$ cat config.mk
export PLATFORM = sky130hd
export DESIGN_NAME = nes_multi_reader
export DESIGN_NICKNAME = d
export VERILOG_FILES = /design/src/rtl/nes_multi_reader.sv
export SDC_FILE = /design/constraint.sdc
export NUM_CORES = 1
export LEC_CHECK = 0
export CORE_UTILIZATION = 35
export DETAILED_ROUTE_END_ITERATION = 6
export PLACE_DENSITY = 0.6
export SYNTH_ARGS = -nofsm -noshare
export SYNTH_HDL_FRONTEND = slang
export SYNTH_SLANG_ARGS = --single-unit
$ cat constraint.sdc
create_clock -name clk -period 6.8 [get_ports clk]
set_clock_uncertainty 0.2 [all_clocks]
set_input_delay 1.7 -clock clk [delete_from_list [all_inputs] [get_ports clk]]
set_output_delay 1.7 -clock clk [all_outputs]
set_load 0.01 [all_outputs]
$ cat src/rtl/nes_multi_reader.sv
// nes_multi_reader: self-timed NES controller poller for 1..4 pads.
// Every POLL_CYCLES clocks it strobes nes_latch, clocks seven nes_pulse
// periods and samples each data pad through a SYNC_STAGES synchroniser.
// At the end of each frame it publishes the held button state and the
// newly pressed buttons, together with a one-cycle valid pulse.
//
// Ports:
//   clk        system clock
//   hard_reset asynchronous active-high reset
//   poll_en    1 = free-running polling enabled
//   nes_data   raw serial data per pad, active-low
//   nes_latch  registered latch strobe to the pads
//   nes_pulse  registered shift clock to the pads
//   buttons    held state, 8 bits per controller, bit 0 = A
//   pressed    buttons that went 0->1 this frame (one-cycle pulse)
//   valid      one-cycle pulse when buttons/pressed update
//
// state   | meaning
// --------+---------------------------------------------------------
// S_IDLE  | waiting for the poll tick, pads idle
// S_LATCH | latch high for 2*HALF_PERIOD, bit 0 sampled on last cycle
// S_P_HIGH| pulse high for HALF_PERIOD
// S_P_LOW | pulse low for HALF_PERIOD, bit k sampled on last cycle
// S_DONE  | one cycle, results published
module nes_multi_reader #(
  parameter int NUM_CTRL    = 1,
  parameter int HALF_PERIOD = 300,
  parameter int POLL_CYCLES = 833333,
  parameter int SYNC_STAGES = 2
) (
  input  logic                  clk,
  input  logic                  hard_reset,
  input  logic                  poll_en,
  input  logic [NUM_CTRL-1:0]   nes_data,
  output logic                  nes_latch,
  output logic                  nes_pulse,
  output logic [8*NUM_CTRL-1:0] buttons,
  output logic [8*NUM_CTRL-1:0] pressed,
  output logic                  valid
);

  localparam int PW = $clog2(POLL_CYCLES);
  localparam int TW = $clog2(2 * HALF_PERIOD);
  localparam logic [PW-1:0] POLL_LAST  = PW'(POLL_CYCLES - 1);
  localparam logic [TW-1:0] LATCH_LAST = TW'(2 * HALF_PERIOD - 1);
  localparam logic [TW-1:0] HALF_LAST  = TW'(HALF_PERIOD - 1);

  typedef enum logic [2:0] {
    S_IDLE,
    S_LATCH,
    S_P_HIGH,
    S_P_LOW,
    S_DONE
  } state_e;

  state_e                state_q, state_d;
  logic [TW-1:0]         timer_q, timer_d;
  logic [2:0]            bit_q, bit_d;
  logic [PW-1:0]         poll_q, poll_d;
  logic [8*NUM_CTRL-1:0] shift_q, shift_d;
  logic [8*NUM_CTRL-1:0] buttons_q, buttons_d;
  logic [8*NUM_CTRL-1:0] pressed_q, pressed_d;
  logic                  valid_q, valid_d;
  logic                  latch_q, latch_d;
  logic                  pulse_q, pulse_d;
  logic [NUM_CTRL-1:0]   sync_q [SYNC_STAGES];
  logic [NUM_CTRL-1:0]   data_s;
  logic                  tick;
  logic                  timer_done;
  logic                  sample;
  logic                  publish;

  assign data_s     = sync_q[SYNC_STAGES-1];
  assign tick       = poll_en && (poll_q == POLL_LAST);
  assign timer_done = (timer_q == '0);

  // Synchronisers idle at 1 so a reset never looks like a pressed button.
  always_ff @(posedge clk or posedge hard_reset) begin
    if (hard_reset) begin
      for (int s = 0; s < SYNC_STAGES; s++) sync_q[s] <= '1;
    end else begin
      sync_q[0] <= nes_data;
      for (int s = 1; s < SYNC_STAGES; s++) sync_q[s] <= sync_q[s-1];
    end
  end

  always_comb begin
    poll_d = poll_q;
    if (!poll_en || poll_q == POLL_LAST) poll_d = '0;
    else                                 poll_d = poll_q + PW'(1);
  end

  always_comb begin
    state_d   = state_q;
    timer_d   = timer_q;
    bit_d     = bit_q;
    shift_d   = shift_q;
    buttons_d = buttons_q;
    pressed_d = '0;
    valid_d   = 1'b0;
    sample    = 1'b0;
    publish   = 1'b0;

    case (state_q)
      S_IDLE: begin
        if (tick) begin
          state_d = S_LATCH;
          timer_d = LATCH_LAST;
          bit_d   = 3'd0;
        end
      end
      S_LATCH: begin
        if (timer_done) begin
          sample  = 1'b1;
          state_d = S_P_HIGH;
          timer_d = HALF_LAST;
          bit_d   = 3'd1;
        end else begin
          timer_d = timer_q - TW'(1);
        end
      end
      S_P_HIGH: begin
        if (timer_done) begin
          state_d = S_P_LOW;
          timer_d = HALF_LAST;
        end else begin
          timer_d = timer_q - TW'(1);
        end
      end
      S_P_LOW: begin
        if (timer_done) begin
          sample = 1'b1;
          if (bit_q == 3'd7) begin
            publish = 1'b1;
            state_d = S_DONE;
            bit_d   = 3'd0;
          end else begin
            state_d = S_P_HIGH;
            timer_d = HALF_LAST;
            bit_d   = bit_q + 3'd1;
          end
        end else begin
          timer_d = timer_q - TW'(1);
        end
      end
      S_DONE: begin
        state_d = S_IDLE;
        bit_d   = 3'd0;
      end
      default: state_d = S_IDLE;
    endcase

    if (sample) begin
      for (int c = 0; c < NUM_CTRL; c++)
        for (int b = 0; b < 8; b++)
          if (bit_q == 3'(b)) shift_d[8*c+b] = data_s[c];
    end

    // The last bit lands in shift_d this cycle, so publish from shift_d
    // to have results registered in the DONE cycle itself.
    if (publish) begin
      buttons_d = ~shift_d;
      pressed_d = ~shift_d & ~buttons_q;
      valid_d   = 1'b1;
    end

    latch_d = (state_d == S_LATCH);
    pulse_d = (state_d == S_P_HIGH);
  end

  always_ff @(posedge clk or posedge hard_reset) begin
    if (hard_reset) begin
      state_q   <= S_IDLE;
      timer_q   <= '0;
      bit_q     <= '0;
      poll_q    <= '0;
      shift_q   <= '1;
      buttons_q <= '0;
      pressed_q <= '0;
      valid_q   <= 1'b0;
      latch_q   <= 1'b0;
      pulse_q   <= 1'b0;
    end else begin
      state_q   <= state_d;
      timer_q   <= timer_d;
      bit_q     <= bit_d;
      poll_q    <= poll_d;
      shift_q   <= shift_d;
      buttons_q <= buttons_d;
      pressed_q <= pressed_d;
      valid_q   <= valid_d;
      latch_q   <= latch_d;
      pulse_q   <= pulse_d;
    end
  end

  assign nes_latch = latch_q;
  assign nes_pulse = pulse_q;
  assign buttons   = buttons_q;
  assign pressed   = pressed_q;
  assign valid     = valid_q;

endmodule

## Word-level counts from Yosys, hierarchy flattened

Index checks and enable logic that the tools add are counted.

- Add/sub/neg operators: 3
- Equal/unequal tests: 18
- Mux-type cells: 33
- Bitwise gates (word level): 3
- Reduce and logical (&&, ||, !) cells: 12

Operator list:

| cell | number |
|---|---|
| 10-bit 2-to-1 mux | 4 |
| 10-bit case mux with 3 select lines | 1 |
| 3-bit 2-to-1 mux | 9 |
| 3-bit case mux with 4 select lines | 2 |
| 20-bit by 1-bit adder with 20-bit output, second input constant | 1 |
| 20-bit == test, second input constant | 1 |
| 20-bit 2-to-1 mux | 1 |
| 8-bit 2-to-1 mux | 2 |
| 8-bit inverter | 2 |
| 3-bit by 2-bit == test with 1-bit output, second input constant | 5 |
| 3-bit == test, second input constant | 5 |
| 1-bit 2-to-1 mux | 14 |
| 10-bit logical NOT | 1 |
| 10-bit by 1-bit subtractor with 10-bit output, second input constant | 1 |
| 3-bit by 1-bit == test with 1-bit output, second input constant | 3 |
| 8-bit bitwise AND | 1 |
| 3-bit logical NOT | 2 |
| 2-bit inequality test, second input constant | 3 |
| 4-bit AND reduction | 1 |
| 4-bit nonzero test | 1 |
| 2-bit OR reduction | 2 |
| 3-bit by 1-bit adder with 3-bit output, second input constant | 1 |
| 3-bit inequality test, second input constant | 1 |
| 3-bit AND reduction | 1 |
| other kinds (4) | 4 |

- Register bits after elaboration: 65
- Output and inout bits: 19
- Word-level logic and storage cells: 81

## Longest topological paths before layout

Gate-level depths: netlist of the first run.

- Depth after elaboration: 7
- Mapped depth: 8
- Gate-level depth less buffers: 7

## Least setup slack after synthesis of the first run

OpenSTA, ideal clock, no wires.

- Kind: in2reg
- From: in poll_en
- To: reg state_q[0]
- Setup time: 0.099 ns
- Arrival time: 2.758 ns
- Data required time: 6.501 ns
- Setup slack: 3.742 ns
- Cell stages on the path: 4
- Buffers on the path: 0
- Cells stage by stage: nand2b_1 -> or4_1 -> or3_1 -> a311oi_1

- Longest elaborated chain between the ends: 3

Ends and longest elaborated chain:

| what | line | source |
|---|---|---|
| from (decl) | 33 | `input logic poll_en,` |
| 1-bit logical AND | 74 | `assign tick = poll_en && (poll_q == POLL_LAST);` |
| 3-bit 2-to-1 mux | 106 | `if (tick) begin` |
| 3-bit case mux with 4 select lines | 104 | `case (state_q)` |
| via state_d[0] | 56 | `state_e state_q, state_d;` |
| to (signal assigned) | 184 | `state_q <= state_d;` |
| to (decl) | 56 |  |

The timed path passes the listed nets, and every way through them passes these cells.
A chain may end at the register's enable or synchronous reset.

## Worst setup path in the final report of the first run

Ends and elaborated chain as after synthesis.

==> impl_metrics.yaml, run 1 <==
timing:
  setup_ws_ns: 3.525
  rsz0062_at_grt: "false"
  hold_viol: 0
  slew_headroom: 0.2586
  period_needed_ns: 3.275
  tightest_slew_ns: 1.097
  finalSetupViolCount: 0
  tns_ns: 0
  maxSlewViolCount: 0
  fmax_mhz: 305.4
  post-route-period-util: 0.4816
clock_network:
  cts-buffers-inserted: 9
  cts_tree: "built"
  cts-resized-gates: 0
  clk_pin_slew_ns: 0.08
  cts_hold_buffers: 0
  cts_sinks: 64
  root_buffer: "clkbuf_8"
  post_cts_buffers: 0
  cts_buffer_depth: 2
  clock_latency_ns: 0.34
  htree_levels: 3
die:
  die_area_sq_um: 9480
  start_util: 0.3632
  core_area_sq_um: 8763
  die_w_microns: 97.37
  die_h_microns: 97.37
  io-pin-count: 23
  std_cell_rows: 34
final_layout:
  syn_to_final_growth_pct: 17.33
  final_layout_size_suffix_gt1_frac: 0.1370
  multiInputGateArea_sq_um: 1434
  regArea_sq_um: 1613
  post-route-util: 0.4262
  num-fill-cells: 851
  layout_common_cells: "dfrtp_1, nand2_1, nor2_1, clkdlybuf4s50_1, nor3_1"
  n_antenna_cell: 0
  nets: 351
  final_common_cell: "dfrtp_1"
grt:
  grt_max_degree: 65
  grt_pass1_vias: 2245
  grt_overflow: 0
  grt_pass1_wl_mm: 11.07
  antenna_found_initial: 0
  grt_usage: 0.1449
critical_path:
  arrival_ns: 3.32
  critical_path_class: "input port to register"
  crit_path_end_kind: "register"
  worst_ep_required_time_ns: 6.85
  path_buf_inv: 1
  path_delay_family: "simple AND/OR/NAND/NOR gates"
  crit_fanout: 4
  slowest_delay_ns: 0.50
  crit_slowest_cell: "clkdlybuf4s50_1"
  crit_start: "poll_en"
  r2r-start: "timer_q[0]"
  startpoint_type: "input port"
  path_cells: "clkdlybuf4s50_1 > nand2b_1 > or4_1 > or3_1 > a311oi_1"
synthesis:
  synth_compound_area_frac: 0.1254
  synth_nets: 331
  synthAdderAreaFrac: 0.03538
  synth_top_area_frac: 0.4324
  syn_area_per_cell_sq_um: 10.01
  synth_edf_count: 0
  synth_top_family_by_area: "simple AND/OR/NAND/NOR gates"
  synth_warnings: 0
  synth_top_area_cell: "dfrtp_1"
  ys_types: 53
  synthXorXnorAreaFrac: 0.03577
  synth.area.top_cells: "dfrtp_1, dfstp_2, xnor2_1"
  yosysSeqAreaShare: 0.5067
  muxShareOfSynthArea: 0.02791
  ys.flop_type: "dfrtp_1"
  synthCells: 318
  synth.cell_area_sq_um: 3183
  async_reset_ff_frac: 1.000
  ys_ff_latch: 64
  synth-simple-area-share: 0.2260
routing:
  drc: 0
  wl_per_cell_microns: 14.43
  routed_via_density: 5.470
  vias: 2467
  dr.pass1.iters: 4
  ant_nets: 0
  drtIter0Drc: 98
  routed_wl_mm: 6.509
flow_run:
  max-cap-violations: 0
hold_path:
  min_from: "sync_q[1]"
  hp-class: "register to register"
place:
  dpl.hpwl_mm: 4.233
  place_congestion: 0.8164
  placement.io_buffers: 22
  dpl_worst_slack_ns: 3.154
pwr:
  powerDensity_nw_per_um2: 215.1
  leakagePower_nw: 1.510
  max-vdd-ir-drop_mv: 0.09405
run_status:
  status: "finished clean"
[area by class of cell]
type / instances / share of cell area
Sequential cell: 64 / 0.4318
Multi-Input combinational cell: 220 / 0.3839
Timing Repair Buffer: 25 / 0.06499
Tap cell: 108 / 0.03618
Clock buffer: 9 / 0.03317
Clock inverter: 7 / 0.03183
Inverter: 18 / 0.01809
[power breakdown]
| group | internal (mW) | switching (mW) |
|---|---|---|
| clock | 0.244 | 0.159 |
| combinational | 0.00419 | 0.0112 |
| sequential | 0.383 | 0.00246 |
| total | 0.631 | 0.172 |
[logic make-up (layout without fill, tap and decap cells)]
| logic type | count (synthesis) | in the layout |
|---|---|---|
| buf+inv | 34 | 59 |
| fa+ha+maj | 9 | 9 |
| flops | 64 | 64 |
| xor+xnor | 13 | 13 |
| simple gates | 132 | 132 |
| compound gates | 58 | 58 |
| mux | 8 | 8 |
[routing by layer]
layer / vias up / share of wire / track usage / wire length [microns]
met5: - / 0 / 0 / 0
met4: 0 / 0.0084 / 0.03507 / 55
met3: 7 / 0.039 / 0.04173 / 256
met2: 48 / 0.47 / 0.2275 / 3091
met1: 1223 / 0.48 / 0.1975 / 3105
li1: 1189 / - / - / -
[sequential cells by signal (all words and copies together) (netlist names)]
name / flops
sync_q: 1
pressed: 8
bit_q: 3
nes_latch: 1
poll_q: 20
data_s: 1
valid: 1
state_q: 3
nes_pulse: 1
timer_q: 10
shift_q: 7
buttons: 8
[Yosys cell counts, types with 4 or more instances]
cell,n
o31ai_1,5
o211ai_1,4
dfstp_2,9
mux2_2,7
a21oi_1,11
inv_1,18
o21ai_0,19
xnor2_1,13
dfrtp_1,55
or2_2,4
nor4_1,7
clkbuf_1,14
nand3_1,8
ha_1,9
nand4_1,9
nor4b_1,5
or4_1,8
nor2_1,25
nor2b_1,4
nor3_1,20
nand2_1,25
[path summary, 6_finish.rpt]
| check | slack [ns] | cells past startpoint | endpoint |
|---|---|---|---|
| max | 3.53 | 5 | state_q[0] |
| min | 0.16 | 0 | data_s |
| max reg2reg | 3.85 | 6 | timer_q[2] |
| min reg2reg | 0.16 | 0 | data_s |
| max in group asynchronous | 4.15 | 3 | timer_q[6] |
| min in group asynchronous | 1.71 | 3 | poll_q[8] |
[through the flow]
step,hold slack [ns],std cells,instance area (sq um),power (mW)
floorplan,0.1452,318,3183,0.4024
global placement,0.1474,435,3492,0.4090
detailed placement,0.1473,435,3492,0.4094
CTS,0.1578,451,3735,0.8113
global route,0.1590,451,3735,0.8322
finish,0.1568,451,3735,0.8035
Power figures use the tool's default switching activity.
==> run 2, diff against run 1 <==
--- a/config.mk
+++ b/config.mk
@@ -7,7 +7,7 @@
 export LEC_CHECK = 0
 export CORE_UTILIZATION = 35
 export DETAILED_ROUTE_END_ITERATION = 6
-export PLACE_DENSITY = 0.6
+export PLACE_DENSITY = 0.62
 export SYNTH_ARGS = -nofsm -noshare
 export SYNTH_HDL_FRONTEND = slang
 export SYNTH_SLANG_ARGS = --single-unit
==> constraint.sdc (replaced) <==
create_clock -name clk -period 2.8 [get_ports clk]
set_clock_uncertainty 0.2 [all_clocks]
set_input_delay 0.7 -clock clk [delete_from_list [all_inputs] [get_ports clk]]
set_output_delay 0.7 -clock clk [all_outputs]
set_load 0.01 [all_outputs]
==> impl_metrics.yaml, run 2 (same netlist as run 1, synthesis figures left out) <==
run_status:
  status: "finished clean"
final_layout:
  n_antenna_cell: 0
  reg_top3: "poll_q: 20 flops, timer_q: 10 flops"
  post-route-util: 0.4429
  layout_common_cells: "dfrtp_1, nand2_1, nor2_1, clkdlybuf4s50_1"
  syn_to_final_growth_pct: 21.93
  final_layout_size_suffix_gt1_frac: 0.1796
  final_common_cell: "dfrtp_1"
  regMostFlops: "poll_q"
  largest_reg_flops: 20
  nets: 370
critical_path:
  r2r-start: "timer_q[0]"
  crit_fanout: 10
  worst_ep_required_time_ns: 2.87
  crit_path_end_kind: "register"
  rrSetupSlack_ns: 0.25
  critical_path_class: "register to register"
  worstRegToRegCells: 7
  startpoint_type: "register"
  arrival_ns: 2.62
  reg2reg_to: "buttons[5]"
hold_path:
  min_from: "sync_q[1]"
  hp-class: "register to register"
  min_delay_path_depth: 0
  hold_end: "data_s"
timing:
  fmax_mhz: 391.7
  slew_headroom: 0.6909
  tns_ns: 0
  hold_viol: 0
  post-route-period-util: 0.9118
  finalSetupViolCount: 0
  tightest_slew_ns: 0.4629
  maxSlewViolCount: 0
  period_needed_ns: 2.553
  rsz0062_at_grt: "false"
clock_network:
  clock_latency_ns: 0.34
  cts-resized-gates: 0
  cts_buffer_depth: 2
  cts_sinks: 64
  cts_hold_buffers: 0
  clk_pin_slew_ns: 0.07
  htree_levels: 3
  cts_tree: "built"
  post_cts_buffers: 0
  root_buffer: "clkbuf_8"
  cts-buffers-inserted: 9
grt:
  antenna_found_initial: 0
  grt_pass1_wl_mm: 11.61
  grt_max_degree: 29
  grt_overflow: 0
  grt_usage: 0.1536
  grt_pass1_vias: 2453
routing:
  routed_wl_mm: 6.657
  routed_via_density: 5.296
  wl_per_cell_microns: 14.16
  dr.pass1.iters: 4
  drtIter0Drc: 93
  drc: 0
  vias: 2489
  ant_nets: 0
die:
  start_util: 0.3632
  std_cell_rows: 34
  die_w_microns: 97.37
  io-pin-count: 23
  core_area_sq_um: 8763
  die_h_microns: 97.37
  die_area_sq_um: 9480
pwr:
  max-vdd-ir-drop_mv: 0.2524
  leakagePower_nw: 1.602
  powerDensity_nw_per_um2: 479.2
flow_run:
  max-cap-violations: 0
place:
  place_congestion: 0.8796
  dpl.hpwl_mm: 4.774
  placement.io_buffers: 22
run 2: cell count changes in the layout (fill, tap and decap cells not counted), sizes merged:
cell,previous run,this run
bufinv,3,2
clkbuf,9,11
buf,3,22
inv,19,18
run 2: worst max-delay path, stage by stage, from the launching register on:
cell	delay [ns]
dfrtp_1	0.42
inv_1	0.07
ha_1	0.20
or3b_2	0.47
buf_4	0.19
nor4_1	0.37
mux2_2	0.41
o21ai_0	0.14
run 2: cell type report:
type	count	area, sq um
Tap cell	108	135.1
Inverter	18	67.56
Clock buffer	11	141.4
Fill cell	837	4882
Sequential cell	64	1613
Multi-Input combinational cell	220	1434
Clock inverter	5	80.08
Timing Repair Buffer	44	410.4
run 2: where the power goes:
| group | switching, mW | internal [mW] |
|---|---|---|
| Combinational | 0.0283 | 0.0157 |
| Sequential | 0.00603 | 0.931 |
| Clock | 0.355 | 0.524 |
| Total | 0.389 | 1.47 |
run 2: metal layers:
layer	GRT usage	vias to the layer above	wire length, microns	share of wire
met3	0.04820	6	266	0.040
met1	0.1979	1213	3122	0.47
met2	0.2464	46	3218	0.48
met5	0	-	0	0
met4	0.04751	0	50	0.0075
li1	-	1224	-	-
run 2: per-stage QoR:
| stage | hold WS (ns) | total power, mW | setup WS [ns] | cell area (sq um) | cells |
|---|---|---|---|---|---|
| final | 0.1558 | 1.860 | 0.2471 | 3881 | 470 |
| after global routing | 0.1598 | 1.941 | 0.1024 | 3881 | 470 |
| after CTS | 0.1583 | 1.892 | 0.2566 | 3881 | 470 |
| after detailed placement | 0.1487 | 1.000 | 0.1449 | 3660 | 454 |
| after global placement | 0.1485 | 0.9995 | 0.1553 | 3660 | 454 |
| after floorplan | 0.1452 | 0.9773 | 0.2713 | 3183 | 318 |
run 2: worst max path at each step:
stage | from | slack (ns) | depth (start not counted) | to
6_report | timer_q[0] | 0.25 | 7 | buttons[5]
5_1_grt | timer_q[0] | 0.10 | 7 | buttons[5]
4_1_cts | timer_q[0] | 0.26 | 7 | buttons[5]
3_5_place_dp | poll_en | 0.14 | 5 | state_q[0]
3_3_place_gp | poll_en | 0.16 | 5 | state_q[0]
2_1_floorplan | timer_q[0] | 0.27 | 7 | timer_q[2]
